## config.mk

```make
export PLATFORM = sky130hd
export DESIGN_NAME = iter_shift_unit
export DESIGN_NICKNAME = d
export VERILOG_FILES = /design/src/rtl/iter_shift_unit.sv
export SDC_FILE = /design/constraint.sdc
export NUM_CORES = 1
export LEC_CHECK = 0
export BUFFER_PORTS_ARGS = -buffer_cell sky130_fd_sc_hd__clkbuf_2
export CORE_MARGIN = 2
export CORE_UTILIZATION = 59
export CTS_CLUSTER_SIZE = 14
export DETAILED_ROUTE_END_ITERATION = 7
export PLACE_DENSITY_LB_ADDON = 0.08
export SETUP_SLACK_MARGIN = 0.15
export SLEW_MARGIN = 20
export SYNTH_ARGS = -nofsm -noshare
export SYNTH_HDL_FRONTEND = slang
export SYNTH_SLANG_ARGS = --single-unit
```

## constraint.sdc

```tcl
create_clock -name clk -period 3.25 [get_ports clk]
set_clock_uncertainty 0.15 [all_clocks]
set_input_delay 0.65 -clock clk [delete_from_list [all_inputs] [get_ports clk]]
set_output_delay 0.65 -clock clk [all_outputs]
set_load 0.05 [all_outputs]
```

## src/rtl/iter_shift_unit.sv

```systemverilog
// Multi-cycle shift/rotate unit: accepts one request on a valid/ready port,
// shifts the latched operand at most STEP positions per clock, and returns
// the registered result on a valid/ready port.
//
// The shift-type input is named type_i because "type" is a reserved word.
//
// DONE takes one cycle to register the result, then holds it. That cycle
// is why out_valid appears 1 + ceil(shamt/STEP) cycles after acceptance.
module iter_shift_unit #(
    parameter int STEP = 4
) (
    input  logic        clk,
    input  logic        rst,
    input  logic        in_valid,
    output logic        in_ready,
    input  logic [31:0] a,
    input  logic [4:0]  shamt,
    input  logic [1:0]  type_i,
    output logic        out_valid,
    input  logic        out_ready,
    output logic [31:0] r,
    output logic        busy
);

    localparam logic [4:0] STEP_K = 5'(STEP);

    typedef enum logic [1:0] {
        S_IDLE  = 2'd0,
        S_SHIFT = 2'd1,
        S_DONE  = 2'd2
    } state_t;

    state_t      state_q;
    logic [31:0] work_q;
    logic [4:0]  rem_q;
    logic [1:0]  typ_q;
    logic [31:0] r_q;
    logic        ov_q;

    logic [4:0]  step_k;
    logic [31:0] work_d;
    logic [4:0]  rem_d;

    // Shift a word by k positions according to the latched operation type.
    function automatic logic [31:0] shift_step(input logic [31:0] w,
                                               input logic [4:0]  k,
                                               input logic [1:0]  t);
        logic [63:0] rot;
        logic [31:0] res;
        rot = {w, w} >> k;
        case (t)
            2'b00:   res = w << k;
            2'b01:   res = w >> k;
            2'b10:   res = $signed(w) >>> k;
            default: res = rot[31:0];
        endcase
        return res;
    endfunction

    // Per-cycle step size and next working value while in SHIFT.
    always_comb begin
        step_k = (rem_q < STEP_K) ? rem_q : STEP_K;
        work_d = shift_step(work_q, step_k, typ_q);
        rem_d  = rem_q - step_k;
    end

    // Control FSM with registered result and output valid.
    always_ff @(posedge clk or posedge rst) begin
        if (rst) begin
            state_q <= S_IDLE;
            work_q  <= 32'd0;
            rem_q   <= 5'd0;
            typ_q   <= 2'd0;
            r_q     <= 32'd0;
            ov_q    <= 1'b0;
        end else begin
            case (state_q)
                S_IDLE: begin
                    if (in_valid) begin
                        work_q  <= a;
                        rem_q   <= shamt;
                        typ_q   <= type_i;
                        state_q <= (shamt == 5'd0) ? S_DONE : S_SHIFT;
                    end
                end
                S_SHIFT: begin
                    work_q <= work_d;
                    rem_q  <= rem_d;
                    if (rem_d == 5'd0) begin
                        state_q <= S_DONE;
                    end
                end
                S_DONE: begin
                    if (!ov_q) begin
                        r_q  <= work_q;
                        ov_q <= 1'b1;
                    end else if (out_ready) begin
                        ov_q    <= 1'b0;
                        state_q <= S_IDLE;
                    end
                end
                default: begin
                    state_q <= S_IDLE;
                end
            endcase
        end
    end

    assign in_ready  = (state_q == S_IDLE);
    assign busy      = (state_q != S_IDLE);
    assign out_valid = ov_q;
    assign r         = r_q;

endmodule
```

; Yosys cells after proc, flatten, opt, wreduce, memory -nomap -nowiden
; Cells that the tools add are included.
; Widths: inputs -> output; s select.
[classes]
shift = 4
addsub = 1
bitwise = 1
reduce_logical = 10
mux = 14
magnitude_cmp = 1
n_eq_ne = 8
[ops]
columns = op, count
row1 = $pmux 32 s3, 1
row2 = $pmux 32 s2, 1
row3 = $shr 64x5->32, 1
row4 = $mux 32, 1
row5 = $shl 32x5->32, 1
row6 = $shr 32x5->32, 1
row7 = $sshr 32x5->32, 1
row8 = $logic_not 5->1, 2
row9 = $mux 2, 5
row10 = $mux 5, 2
row11 = $pmux 5 s2, 1
row12 = $ne 2x2->1 const B, 4
row13 = $pmux 2 s3, 1
row14 = $reduce_and 2->1, 3
row15 = $lt 5x3->1 const B, 1
row16 = $sub 5x5->5, 1
row17 = $eq 2x1->1 const B, 2
row18 = $eq 2x2->1 const B, 2
row19 = $logic_not 2->1, 2
row20 = $reduce_and 4->1, 1
row21 = $reduce_bool 2->1, 2
row22 = $mux 1, 2
row23 = $not 1->1, 1
[totals]
elab_cells = 45
output_inout_bits = 35
in_bits = 43
register_bits = 74

; Logic depth before layout (Yosys ltp)
[logic_depth]
depth_word = 6
depth_mapped = 11
depth_no_buf = 8

; Worst setup path after synthesis
; Ideal clock, no wire load.
[synth_path]
path_kind = reg-to-output
from = register state_q[0]
to = output port busy
n_path_buf = 1
path_slack_ns = 0.636
path_stages_with_launch = 4
required_time_ns = 2.450
arrival_ns = 1.814
cell_sequence = dfrtp_1 -> clkbuf_1 -> nor2_1 -> inv_1
[synth_via]
elab_chain_len = 1
[synth_rtl]
columns = item, line_no
row1 = "start, declared", 33  ; state_t state_q;
row2 = "start signal, assigned", 83  ; state_q <= (shamt == 5'd0) ? S_DONE : S_SHIFT;
row3 = $reduce_bool 2->1, 110  ; assign busy = (state_q != S_IDLE);
row4 = "end, declared", 22  ; output logic busy
; Every way passes these cells.

; Worst setup path in the final report
[layout_path]
from = register rem_q[2]
to = register work_q[18]
[layout_via]
elab_chain_len = 5
elab_cells_between_ends = 8
cone_classes = order compare: 1 / shift: 4 / mux: 3
[layout_rtl]
columns = item, line_no
row1 = "start, declared", 35  ; logic [4:0] rem_q;
row2 = "start signal, assigned", 81  ; rem_q <= shamt;
row3 = "start signal, assigned", 88  ; rem_q <= rem_d;
row4 = $lt 5x3->1, 62  ; step_k = (rem_q < STEP_K) ? rem_q : STEP_K;
row5 = $mux 5 (*), 62
row6 = $shr 64x5->32 (tied with other cells), 50  ; rot = {w, w} >> k;
row7 = $pmux 32 s3 (*), 51  ; case (t)
row8 = $pmux 32 s2 (*), 77  ; case (state_q)
row9 = "end signal, assigned", 87  ; work_q <= work_d;
row10 = "end, declared", 34  ; logic [31:0] work_q;
; Mark *: on every way between the ends. The rest lies on a longest branch, timed or not.
; A chain may end at the register's enable or synchronous reset.

==> summary by stage <==
Worst setup path
The number of buffers and inverters on the critical path is 1. The arrival time at the worst endpoint is between 2000 and 3000 ps. In this run the worst path has a maximum fanout of 15. The worst setup path is captured at a register. STA classifies the critical path startpoint as a register. The required time of the critical path is 3350 ps. In this run the critical register-to-register path is launched from rem_q[2]. The start point of the critical path is rem_q[2].

The class of the most critical setup path is register to register. In this design, the stage delay of the slowest critical-path cell is 910 ps. Among all stages on the critical path, the largest delay is contributed by sky130_fd_sc_hd__or4b_1. The length in cells of the worst reg-to-reg path is 5. The dominant delay contributor by cell family on the critical path is simple AND/OR/NAND/NOR gates. The signal on the critical path passes through or4b_1 > buf_4 > mux4_2 > a21oi_1 > o31ai_1. The number of logic stages on the critical path including buffering is 5.

Routing
Once detail routing completed, the nets flagged for antenna violations numbered 0. After detailed routing, the number of remaining DRC violations is 0. In the routed layout, each cell is associated on average with a via count of 6.887. The routed design has 20.36 mm of wire. The total vias in the final route is around 6,200. The detailed router's first-iteration violation count is 852. The wire length per cell is 22.78 um.

The number of iterations in the first detailed-routing pass is 5.

Global route
The first global-routing pass estimated between 30 and 40 mm of wire. The initial antenna violation count is 0. Entering global routing, the biggest net connects 75 pins. The via count of the first global-routing pass was between 5,000 and 6,000.

The total track usage is 37.54%. The total overflow reported by the global router is 0.

Floorplan
The die outline height is 104.4 um. The core area is 9774 um2. The die is 104.4 um wide.

The floorplan has 36 rows. In this run the count of I/O pins placed on the die edge is a little under 80. The die area is about 11,000 um2. The effective utilization at floorplan is between 60% and 70%.

Final layout
The number of diodes added for antenna fixing is 0. From synthesis to final layout, the design area changed by 10.10%. The final design area excluding fillers is 6548 um2.

Of the cells placed in the final design, the portion with a size suffix greater than 1 is 24.18%. The net count of the finished layout is 800. The count of non-filler cells in the finished layout is around 900. The core utilization of the finished layout is approximately two thirds. The layout filler cell count is roughly 840.

Status
The flow ran to the end, and the final reports show no timing, DRC or antenna violations.

STA
At the pin with the least slew margin, the transition time is approximately 790 ps. Subtracting the final worst setup slack from the clock period gives 2726 ps. The number of setup violations in the final report is 0.

The maximum clock rate is 366.9 MHz. The sum of negative setup slack is 0 ps. The number of pins exceeding their max-slew limit in the final report is 0. The part of the cycle the worst path needs is 83.87%. The total count of hold-check failures in the final report is 0.

Setup repair after global routing left no endpoint under its margin. The worst-case headroom to the max-slew limit is 47.08%.

Clock tree
The clock tree root buffer cell is sky130_fd_sc_hd__clkbuf_8. Clock tree synthesis inserted a total of 9 buffers. The clock tree synthesis step divided the H-tree into 3 levels. The clock transition at the registers of the reported paths is approximately 90 ps. For the worst-skew pair, the clock arrives at the later sink with an insertion delay of 360 ps.

The clock sink count is 74. TritonCTS built the clock tree. Counting along the longest clock path gives a buffer depth of 2.

Run
Across the run, the number of max-cap violations was 0.

Placed design
The congestion estimate from routability-driven global placement came to 0.9586. The placed instance count is 878. The HPWL after detailed placement is 13.06 mm. The cell area after placement is 6337 um2. The count of buffers from port buffering is 77.

Logic synthesis
For this run, the leading register cell type out of synthesis is sky130_fd_sc_hd__dfrtp_1. The synthesized area per cell is 8.124 um2. The count of flip-flops with a built-in enable after synthesis is 0. Summing the sequential cell areas from Yosys gives a little under a third of the chip area. The count of state elements after synthesis is 74. The synthesized netlist cell count is around 730. The count of unique library cells instantiated by Yosys is 62. The share of async-settable or async-resettable flops after synthesis is 100.0%. When the netlist entered floorplanning its net count stood at 776.

For this run, the number of Yosys warnings is 0. Summing every instance area after synthesis gives 5947 um2.

Min path
The class of the tightest hold or removal check is input pin to async pin.
worst paths after layout:
kind,endpoint,slack (ps)
worst max-delay path,work_q[18],520
worst min-delay path,r[4],210
worst max register to register,work_q[18],520
worst min register to register,r[14],360
max in group asynchronous,rem_q[1],2390
min in group clk,typ_q[1],350
through the flow:
step | setup WS (ps) | hold slack [ps]
2_1_floorplan | 568.4 | 449.2
3_3_place_gp | 637.7 | 338.3
3_5_place_dp | 454.6 | 345.3
4_1_cts | 425.4 | 221.2
5_1_grt | 376.9 | 244.2
6_report | 524.2 | 212.5
flip-flops by register name, summed over array words and instances (netlist names):
signal     flops
work_q        32
out_valid      1
typ_q          2
rem_q          5
state_q        2
r             32
cell usage after synthesis (3+ instances only):
cell	n	area, um2
sky130_fd_sc_hd__nor4_1	4	25.02
sky130_fd_sc_hd__a221o_1	3	30.03
sky130_fd_sc_hd__nand3_1	39	195.2
sky130_fd_sc_hd__clkbuf_1	56	210.2
sky130_fd_sc_hd__o22a_1	6	52.55
sky130_fd_sc_hd__o211ai_1	7	52.55
sky130_fd_sc_hd__nor3_1	17	85.08
sky130_fd_sc_hd__mux2i_1	45	450.4
sky130_fd_sc_hd__mux4_2	11	247.7
sky130_fd_sc_hd__o21a_1	3	22.52
sky130_fd_sc_hd__buf_1	6	22.52
sky130_fd_sc_hd__dfrtp_1	74	1852
sky130_fd_sc_hd__a21oi_1	60	300.3
sky130_fd_sc_hd__o22ai_1	8	50.05
sky130_fd_sc_hd__a22oi_1	4	30.03
sky130_fd_sc_hd__mux2_2	37	416.7
sky130_fd_sc_hd__nor2b_1	13	81.33
sky130_fd_sc_hd__buf_4	3	22.52
sky130_fd_sc_hd__nor2_1	36	135.1
sky130_fd_sc_hd__a2bb2oi_1	3	26.28
sky130_fd_sc_hd__a31oi_1	19	118.9
sky130_fd_sc_hd__a311oi_1	5	43.79
sky130_fd_sc_hd__o21ai_0	29	145.1
sky130_fd_sc_hd__nand2_1	124	465.5
sky130_fd_sc_hd__buf_6	5	56.30
sky130_fd_sc_hd__buf_2	21	105.1
sky130_fd_sc_hd__o221ai_1	10	87.58
sky130_fd_sc_hd__a211oi_1	5	37.54
sky130_fd_sc_hd__nor4b_1	3	26.28
sky130_fd_sc_hd__and3_1	4	25.02
sky130_fd_sc_hd__or3_1	15	93.84
sky130_fd_sc_hd__inv_1	5	18.77
sky130_fd_sc_hd__a21o_1	3	22.52
sky130_fd_sc_hd__o31ai_1	7	52.55
sky130_fd_sc_hd__nand2b_1	7	43.79
worst min-delay path, delay by kind of cell:
| family | cells | cell delay [ps] |
|---|---|---|
| buf+inv | 3 | 500 |
per-layer routing:
layer	vias up	routed length (um)	global-route usage [%]
met5	-	0	0
met4	0	951	16.41
met3	107	2611	9.461
met2	481	8844	55.14
met1	2866	7956	52.44
li1	2703	-	-
cells in the final DEF, fill, tap and decap left out, types with 27 or more instances in the layout:
master,Yosys,layout
sky130_fd_sc_hd__a21oi_1,60,60
sky130_fd_sc_hd__buf_4,3,27
sky130_fd_sc_hd__clkbuf_2,2,77
sky130_fd_sc_hd__dfrtp_1,74,73
sky130_fd_sc_hd__mux2_2,37,37
sky130_fd_sc_hd__mux2i_1,45,45
sky130_fd_sc_hd__nand2_1,124,124
sky130_fd_sc_hd__nand3_1,39,39
sky130_fd_sc_hd__nor2_1,36,35
sky130_fd_sc_hd__o21ai_0,29,29
repair_timing:
action | in CTS | in global routing
setup endpoints to repair | 0 | 1
endpoints found under the hold margin | 0 | 0
setup buffers | 0 | 0
resized for setup | 0 | 1
hold buffers | 0 | 0
area by class of cell:
| cell class | instances | area, um2 | area share (%) |
|---|---|---|---|
| Clock buffer | 12 | 155.1 | 2.370 |
| Clock inverter | 4 | 50.05 | 0.7644 |
| Inverter | 6 | 22.52 | 0.3440 |
| Multi-Input combinational cell | 559 | 3672 | 56.09 |
| Sequential cell | 74 | 1853 | 28.30 |
| Tap cell | 133 | 166.4 | 2.542 |
| Timing Repair Buffer | 106 | 628.1 | 9.593 |
kinds of logic (layout without fill, tap and decap cells):
| family | after synthesis | after routing | synth area share [%] |
|---|---|---|---|
| other cells | 1 | 1 | 0.06306 |
| buf+inv | 99 | 128 | 7.553 |
| flops | 74 | 74 | 31.14 |
| simple gates | 275 | 275 | 21.54 |
| mux | 94 | 94 | 19.19 |
| fa+ha+maj | 1 | 1 | 0.2104 |
| xor+xnor | 1 | 1 | 0.1473 |
| compound gates | 187 | 187 | 20.16 |
Power is left out: the tool's default activity adds up to more than one toggle a clock period on the data nets, which glitch-free logic cannot reach.
